[src/rtl/disp_pkg.sv]
// Shared display-pipeline types and constants: 12-bit {r,g,b} colour,
// default palette colours and the blink phase encoding.
package disp_pkg;

    localparam int COLOR_W = 12;
    localparam int POS_W   = 11;

    typedef logic [COLOR_W-1:0] rgb12;

    localparam rgb12 C_PURPLE = 12'h213;
    localparam rgb12 C_ORANGE = 12'hf73;
    localparam rgb12 C_SKY    = 12'h7cc;

    typedef enum logic {
        PH_VISIBLE = 1'b0,
        PH_HIDDEN  = 1'b1
    } blink_phase_t;

    // Power-on palette: entry 0 purple, entry 1 orange, the rest black.
    function automatic rgb12 default_color(input int idx);
        case (idx)
            0:       return C_PURPLE;
            1:       return C_ORANGE;
            default: return '0;
        endcase
    endfunction

endpackage

[src/rtl/banner_palette.sv]
// Indexed-colour palette: 2^BPP x 12-bit register file with one synchronous
// write port and one combinational read port.
module banner_palette
    import disp_pkg::*;
#(
    parameter int BPP = 1
) (
    input  logic           clk,
    input  logic           rst,
    input  logic           we,
    input  logic [BPP-1:0] widx,
    input  rgb12           wdata,
    input  logic [BPP-1:0] ridx,
    output rgb12           rdata
);

    localparam int N_ENTRIES = 1 << BPP;

    rgb12 mem [N_ENTRIES];

    // A same-cycle read of the index being written sees the old value.
    always_ff @(posedge clk or posedge rst) begin
        if (rst) begin
            for (int i = 0; i < N_ENTRIES; i++) begin
                mem[i] <= default_color(i);
            end
        end else if (we) begin
            mem[widx] <= wdata;
        end
    end

    assign rdata = mem[ridx];

endmodule

[src/rtl/banner_renderer.sv]
// Renders an indexed-colour image region from an external ROM with
// horizontal scroll and blink; outputs are aligned to the ROM latency.
//
// Blink phase FSM:
//   state      | meaning
//   PH_VISIBLE | region pixels take their palette colour
//   PH_HIDDEN  | region pixels forced to BG_COLOR (in_region unaffected)
module banner_renderer
    import disp_pkg::*;
#(
    parameter int   X0           = 0,
    parameter int   Y0           = 0,
    parameter int   IMG_W        = 1440,
    parameter int   IMG_H        = 100,
    parameter int   BPP          = 1,
    parameter int   ADDR_W       = 18,
    parameter int   ROM_LAT      = 1,
    parameter rgb12 BG_COLOR     = 12'h7cc,
    parameter int   SCROLL_STEP  = 2,
    parameter int   BLINK_FRAMES = 32
) (
    input  logic              clk,
    input  logic              rst,
    input  logic [POS_W-1:0]  pos_x,
    input  logic [POS_W-1:0]  pos_y,
    input  logic              pos_valid,
    input  logic              frame_tick,
    input  logic              scroll_en,
    input  logic              blink_en,
    input  logic              pal_we,
    input  logic [BPP-1:0]    pal_idx,
    input  rgb12              pal_data,
    output logic [ADDR_W-1:0] rom_addr,
    input  logic [BPP-1:0]    rom_data,
    output logic [3:0]        pix_r,
    output logic [3:0]        pix_g,
    output logic [3:0]        pix_b,
    output logic              in_region,
    output logic              pix_valid
);

    localparam logic [11:0]       X_LO    = 12'(X0);
    localparam logic [11:0]       Y_LO    = 12'(Y0);
    localparam logic [11:0]       W_12    = 12'(IMG_W);
    localparam logic [11:0]       H_12    = 12'(IMG_H);
    localparam logic [11:0]       STEP_12 = 12'(SCROLL_STEP);
    localparam logic [ADDR_W-1:0] W_A     = ADDR_W'(IMG_W);
    localparam int                BC_W    = (BLINK_FRAMES > 1) ? $clog2(BLINK_FRAMES) : 1;
    localparam logic [BC_W-1:0]   BC_LAST = BC_W'(BLINK_FRAMES - 1);

    logic [11:0]       scroll_off;
    logic [11:0]       scroll_sum;
    logic [11:0]       scroll_next;
    logic [11:0]       dx;
    logic [11:0]       dy;
    logic [11:0]       col_raw;
    logic [11:0]       col;
    logic              hit;
    logic [ADDR_W-1:0] addr_d;

    logic [ROM_LAT-1:0] hit_dl;
    logic [ROM_LAT-1:0] val_dl;

    blink_phase_t     phase;
    blink_phase_t     phase_next;
    logic [BC_W-1:0]  bcnt;
    logic [BC_W-1:0]  bcnt_next;
    logic             blanked;

    rgb12 pal_rd;
    rgb12 pix_q;

    // Left/above the region the subtraction wraps past 2047, so a single
    // unsigned "< size" test covers both edges without overflowing.
    always_comb begin
        dx      = {1'b0, pos_x} - X_LO;
        dy      = {1'b0, pos_y} - Y_LO;
        hit     = pos_valid && (dx < W_12) && (dy < H_12);
        col_raw = dx + scroll_off;
        col     = (col_raw >= W_12) ? (col_raw - W_12) : col_raw;
        addr_d  = hit ? (ADDR_W'(dy) * W_A + ADDR_W'(col)) : '0;
    end

    always_ff @(posedge clk or posedge rst) begin
        if (rst) begin
            rom_addr <= '0;
            hit_dl   <= '0;
            val_dl   <= '0;
        end else begin
            rom_addr <= addr_d;
            hit_dl   <= ROM_LAT'({hit_dl, hit});
            val_dl   <= ROM_LAT'({val_dl, pos_valid});
        end
    end

    always_comb begin
        scroll_sum  = scroll_off + STEP_12;
        scroll_next = (scroll_sum >= W_12) ? (scroll_sum - W_12) : scroll_sum;
    end

    always_ff @(posedge clk or posedge rst) begin
        if (rst) begin
            scroll_off <= '0;
        end else if (frame_tick && scroll_en) begin
            scroll_off <= scroll_next;
        end
    end

    always_ff @(posedge clk or posedge rst) begin
        if (rst) begin
            phase <= PH_VISIBLE;
            bcnt  <= '0;
        end else begin
            phase <= phase_next;
            bcnt  <= bcnt_next;
        end
    end

    always_comb begin
        phase_next = phase;
        bcnt_next  = bcnt;
        if (!blink_en) begin
            phase_next = PH_VISIBLE;
            bcnt_next  = '0;
        end else if (frame_tick) begin
            if (bcnt == BC_LAST) begin
                bcnt_next  = '0;
                phase_next = (phase == PH_VISIBLE) ? PH_HIDDEN : PH_VISIBLE;
            end else begin
                bcnt_next = bcnt + 1'b1;
            end
        end
    end

    assign blanked = blink_en && (phase == PH_HIDDEN);

    banner_palette #(
        .BPP (BPP)
    ) u_palette (
        .clk   (clk),
        .rst   (rst),
        .we    (pal_we),
        .widx  (pal_idx),
        .wdata (pal_data),
        .ridx  (rom_data),
        .rdata (pal_rd)
    );

    always_ff @(posedge clk or posedge rst) begin
        if (rst) begin
            pix_q     <= BG_COLOR;
            in_region <= 1'b0;
            pix_valid <= 1'b0;
        end else begin
            pix_q     <= (hit_dl[ROM_LAT-1] && !blanked) ? pal_rd : BG_COLOR;
            in_region <= hit_dl[ROM_LAT-1];
            pix_valid <= val_dl[ROM_LAT-1];
        end
    end

    assign {pix_r, pix_g, pix_b} = pix_q;

endmodule

[config.mk]
export PLATFORM = sky130hd
export DESIGN_NAME = banner_renderer
export DESIGN_NICKNAME = d
export VERILOG_FILES = /design/src/rtl/disp_pkg.sv /design/src/rtl/banner_palette.sv /design/src/rtl/banner_renderer.sv
export SDC_FILE = /design/constraint.sdc
export NUM_CORES = 1
export LEC_CHECK = 0
export CAP_MARGIN = 25
export CORE_ASPECT_RATIO = 0.7
export CORE_UTILIZATION = 35
export CTS_CLUSTER_DIAMETER = 30
export CTS_CLUSTER_SIZE = 24
export DETAILED_ROUTE_END_ITERATION = 12
export PLACE_DENSITY = 0.61
export SLEW_MARGIN = 20
export SYNTH_ARGS = -nofsm -noshare
export SYNTH_HDL_FRONTEND = slang
export SYNTH_HIERARCHICAL = 1
export SYNTH_SLANG_ARGS = --single-unit
[constraint.sdc]
create_clock -name clk -period 9.2 [get_ports clk]
set_input_delay 0.92 -clock clk [delete_from_list [all_inputs] [get_ports clk]]
set_output_delay 0.92 -clock clk [all_outputs]
set_load 0.1 [all_outputs]
==> results of run 1 <==
[state kept, by name, indices dropped and copies added (netlist names)]
register and count:
pix_q 12, scroll_off 11, in_region 1, u_palette/mem 24, val_dl 1, hit_dl 1, phase 1, bcnt 5
rom_addr 18, pix_valid 1
[synth_stat cells (all sizes together) (2+ instances only)]
master	number
a211oi	5
fa	17
o211a	2
and2	14
clkbuf	4
dfrtp	55
buf	6
and3	4
o21ai	15
or3	2
o21a	2
nand4b	2
xnor2	32
nor3	9
inv	46
nand2b	11
o311ai	2
a221oi	2
o21bai	4
o41ai	3
nand2	22
nor4	3
nor2b	9
dfstp	20
a21boi	2
nand4	4
nand3	10
mux2	36
a21oi	28
a22oi	2
a21o	9
xor2	15
nor2	36
mux2i	6
or2	2
ha	45
[worst paths after layout]
| kind | depth (start not counted) | from | endpoint | slack [ns] |
|---|---|---|---|---|
| min in group asynchronous | 3 | rst | pix_q[4] | 1.12 |
| min reg2reg | 0 | val_dl | pix_valid | 0.35 |
| max in group asynchronous | 2 | rst | u_palette/mem[14] | 7.49 |
| max | 20 | pos_x[1] | rom_addr[17] | 3.83 |
| max reg2reg | 19 | scroll_off[1] | rom_addr[17] | 4.33 |
| min | 0 | val_dl | pix_valid | 0.35 |
[where the power goes]
part	switching, mW	internal (mW)	total [mW]	leakage [nW]
Sequential	0.0563	0.376	0.433	0.931
Combinational	0.539	0.434	0.973	1.78
Clock	0.130	0.273	0.403	0.167
Total	0.726	1.08	1.81	2.88
[stage by stage]
step	power, mW	cell area, µm²
3_5_place_dp	1.410	6095
4_1_cts	1.827	6440
3_3_place_gp	1.393	6095
6_report	1.809	6440
2_1_floorplan	1.203	5146
5_1_grt	1.953	6440
[cell families after synthesis]
kind of cell | Yosys count | synth area share
AO/OA/AOI/OAI | 83 | 0.1077
XOR/XNOR | 47 | 0.07999
adder cells (fa/ha/maj) | 62 | 0.1755
buffers and inverters | 56 | 0.04231
flip-flops | 75 | 0.3696
multiplexers | 42 | 0.09045
AND/OR/NAND/NOR | 134 | 0.1345
[metal layers]
| layer | up-vias | global-route usage | wire, µm |
|---|---|---|---|
| met3 | 8 | 0.02281 | 449 |
| li1 | 1872 | - | - |
| met4 | 0 | 0.03648 | 66 |
| met2 | 81 | 0.2508 | 4971 |
| met5 | - | 0 | 0 |
| met1 | 1826 | 0.2107 | 5548 |
[layout make-up]
type                            instances  area share
Inverter                               46     0.02681
Clock inverter                          4     0.01535
Sequential cell                        75      0.2953
Multi-Input combinational cell        368      0.4700
Tap cell                              190     0.03691
Clock buffer                           12     0.03827
Timing Repair Buffer                   76      0.1173
[cell usage in the layout (no fill, tap or decap), drive strengths merged, types with 6 or more instances in the layout]
master,count
nor2,36
nand2,22
ha,45
a21oi,28
a21o,9
mux2i,6
fa,17
xor2,15
and2,14
inv,46
nor3,9
xnor2,32
nor2b,9
clkbuf,12
nand3,10
mux2,36
o21ai,15
dfrtp,55
dfstp,20
clkdlybuf4s50,74
nand2b,11
[critical path: stages]
cell and delay (ns):
clkdlybuf4s50_1 0.40, ha_1 0.23, fa_1 0.47, a211oi_2 0.26
nor3_1 0.08, o31a_1 0.29, o41ai_2 0.28, xnor2_1 0.23
a21oi_1 0.34, xnor2_1 0.11, ha_1 0.22, fa_1 0.40
a21oi_1 0.15, o21bai_1 0.11, a21o_1 0.19, a21o_1 0.19
a21oi_1 0.22, and3b_1 0.22, a211oi_1 0.20, nand2b_1 0.13
==> impl_metrics.ini, run 1 <==
[final_layout]
seqCellArea_um2 = 1902
fin_nets = 681
stdcell_count = 771
multi_input_area_um2 = 3027
diodes = 0
area_delta_synth_final_pct = 25.14
n_fill_cell = 1328
layout-drive-gt1-share = 0.1119
final_core_util = 0.4553

[die]
die-area_um2 = 15200
rows = 36
initial_utilization = 0.3639
die_w_um = 146.9
die_height_um = 103.5
core-area_um2 = 14140
io_pins = 75

[synth]
synth_area_leader_cell = dfrtp_1
seq_area_frac_synth = 0.3696
synth_ff_type = dfrtp_1
yosysWarningCount = 6
synth.area.top_cells = dfrtp_1, ha_1, dfstp_2
synth_area_um2 = 5146
syn_avg_cell_area_um2 = 10.31
synth_cell_types = 58
synthArstFlopShare = 1.000
synth_edf_count = 0
synthesis.nets = 604
postSynthCellCount = 499
synth-seq-cells = 75
yosysTopAreaCellShare = 0.2674

[worst_setup_path]
crit_fanout = 8
critPathArrivalTime_ns = 5.63
end_kind = flip-flop
critPathRequiredTime_ns = 9.46
worst_setup_path_start_kind = primary input
crit_type = primary input to flip-flop

[clock_network]
cts_setup_buffers = 0
cts-root-buf = clkbuf_16
clkTransAtPathRegs_ns = 0.06
clkLatencyLatePin_ns = 0.32
cts_tree = built
post_cts_resized = 0
cts_max_path_buffers = 2
cts_sinks = 75
cts_buffers = 9
postCtsHoldBufs = 0
htreeDepth = 3

[timing]
period_share = 0.5842
fin_hold_ws_ns = 0.3460
max_freq_mhz = 186.1
min_period_ns = 5.375
tightestPinTransition_ns = 1.011
setup_tns_ns = 0
hold_viol = 0
clock_skew_ns = 0.006014
setup-violations-final = 0
rsz0062_at_grt = false
drv_slew = 0
setup_slack_ns = 3.825
relSlewSlack = 0.3242

[outcome]
status = finished, final reports clean

[placed_design]
placed_cells = 755
gp_congestion = 0.8623
dpl.hpwl_mm = 8.766
numPortBuffers = 74
preCtsSetupSlack_ns = 3.509

[worst_hold_path]
hold_class = flip-flop to flip-flop

[detailed_routing]
drt_iter0_drc = 150
wirelength_mm = 11.04
via_per_inst = 4.912
routedWlPerCell_um = 14.31
vias = 3787
drtPass1Iterations = 4
drc = 0
ant_nets = 0

[pwr]
irDropWorstVdd_mv = 0.1013
p_leak_nw = 2.877
power_density_nw_per_um2 = 280.9

[global_route]
grt_first_pass_wirelength_mm = 18.19
grt_pass1_vias = 3722
grt_antenna_before_repair = 0
grt_use_total = 0.1515
grt_max_degree = 52
grt_overflow = 0

[job]
maxCapViolations = 0
Power figures use the tool's default switching activity.
==> inputs of run 2 (changes only) <==
Settings changed: PLACE_DENSITY 0.61 to 0.64.
Clock period 9.2 ns to 4.8 ns, I/O delays scaled along.
==> impl_metrics.ini, run 2 (synthesis results as in run 1) <==
[global_route]
grt_antenna_before_repair = 0
grt_max_degree = 52
grt_first_pass_wirelength_mm = 18.57
grt_overflow = 0
grt_pass1_vias = 3800
grt_use_total = 0.1569

[clock_network]
cts_sinks = 75
htreeDepth = 3
clkTransAtPathRegs_ns = 0.06
cts-root-buf = clkbuf_16
cts_tree = built
cts_max_path_buffers = 2
clkLatencyLatePin_ns = 0.33
cts_setup_buffers = 0
cts_buffers = 9

[die]
die_w_um = 146.9
rows = 36
die_height_um = 103.5
die-area_um2 = 15200
io_pins = 75
initial_utilization = 0.3639
core-area_um2 = 14140

[worst_setup_path]
critPathRequiredTime_ns = 5.07
reg2reg_depth = 19
crit_path_end = rom_addr[17]
timing.rr.start = scroll_off[1]
r2r_slack_ns = 0.26
critPathArrivalTime_ns = 4.87
end_kind = flip-flop
cp-startpoint = pos_x[1]
crit_type = primary input to flip-flop
crit_fanout = 3
r2r-end = rom_addr[17]
worst_setup_path_start_kind = primary input

[detailed_routing]
wirelength_mm = 11.44
drc = 0
ant_nets = 0
vias = 3853
via_per_inst = 4.883
routedWlPerCell_um = 14.49
drt_iter0_drc = 104
drtPass1Iterations = 4

[timing]
max_freq_mhz = 217.0
tightestPinTransition_ns = 0.9992
setup-violations-final = 0
rsz0062_at_grt = false
hold_viol = 0
drv_slew = 0
min_period_ns = 4.608
relSlewSlack = 0.3318
clock_skew_ns = 0.009435
period_share = 0.9599

[pwr]
p_int_mw = 2.290
power_mw = 3.782
irDropWorstVdd_mv = 0.2017
switching_share = 0.3945
switching_power_mw = 1.492
p_seq_frac = 0.219
comb_power_share = 0.589
power_density_nw_per_um2 = 572.6
clkPwrFrac = 0.192
p_leak_nw = 2.967

[final_layout]
final_common_cell = clkdlybuf4s50_1
most-common-layout-cells = clkdlybuf4s50_1, dfrtp_1, inv_1, ha_1, nor2_1
diodes = 0
stdcell_count = 789
area_delta_synth_final_pct = 28.32
layout-drive-gt1-share = 0.1536
top_register = u_palette/mem
fin_nets = 699
top_regs = u_palette/mem (24), rom_addr (18), pix_q (12)
largest_register_ffs = 24
n_fill_cell = 1310

[job]
maxCapViolations = 0

[placed_design]
placed_cells = 772
gp_congestion = 0.8757
dpl.hpwl_mm = 9.010
numPortBuffers = 74

[worst_hold_path]
hold_class = flip-flop to flip-flop

[outcome]
status = finished, final reports clean
## run 2: final cells by class
class / count / area (µm²) / share of cell area
timing repair buffer: 94 / 898.4 / 0.1360
clock buffer: 10 / 239.0 / 0.03619
sequential: 75 / 1902 / 0.2880
tap: 190 / 237.7 / 0.03600
inverter: 46 / 172.7 / 0.02615
multi-input combinational: 368 / 3068 / 0.4646
clock inverter: 6 / 86.33 / 0.01307
## run 2: per-layer routing
metal	global-route usage	up-vias	part of all wire	routed length, µm
met1	0.2078	1845	0.48	5510
met2	0.2654	94	0.46	5261
met5	0	-	0	0
met3	0.03465	12	0.048	550
met4	0.03569	0	0.0098	112
li1	-	1902	-	-
## run 2: repair_timing
action                     4_1_cts  5_1_grt
hold buffers                     0        0
setup endpoints to repair        0        5
resized for setup                0        9
## run 2: per-stage QoR
step	util	setup slack, ns	setup TNS [ns]	area (µm²)	hold slack [ns]
after floorplan	-	0.4073	0	5146	0.3312
after global placement	0.4399	0.02822	0	6222	0.3363
after detailed placement	0.4399	-0.2284	-0.7296	6222	0.3347
after CTS	0.4629	0.1232	0	6548	0.3494
after global routing	0.4669	0.004238	0	6604	0.3702
final	0.4669	0.1923	0	6604	0.3484
## run 2: worst max-delay path, cell delays in order
cell	delay [ns]
clkdlybuf4s50_1	0.40
ha_1	0.23
fa_2	0.40
a211oi_2	0.29
nor3_1	0.08
o31a_1	0.30
o41ai_4	0.36
xnor2_2	0.18
a21oi_2	0.06
xnor2_1	0.14
ha_1	0.21
fa_1	0.40
a21oi_1	0.14
o21bai_1	0.09
a21o_1	0.18
a21o_1	0.19
a21oi_2	0.15
and3b_1	0.22
a211oi_2	0.21
nand2b_1	0.14
## run 2: worst min-delay path by stage
stage | slack (ns) | start | endpoint | depth (start not counted)
detailed placement | 0.33 | val_dl | pix_valid | 0
CTS | 0.35 | val_dl | pix_valid | 0
floorplan | 0.33 | val_dl | pix_valid | 0
finish | 0.35 | val_dl | pix_valid | 0
global route | 0.37 | val_dl | pix_valid | 0
global placement | 0.34 | val_dl | pix_valid | 0
## run 2: power groups by stage
stage / logic [mW] / registers (mW) / clock network, mW
6_report: 2.23 / 0.828 / 0.725
5_1_grt: 2.47 / 0.843 / 0.770
4_1_cts: 2.17 / 0.827 / 0.742
3_5_place_dp: 2.16 / 0.835 / 0
3_3_place_gp: 2.11 / 0.831 / 0
2_1_floorplan: 1.46 / 0.851 / 0
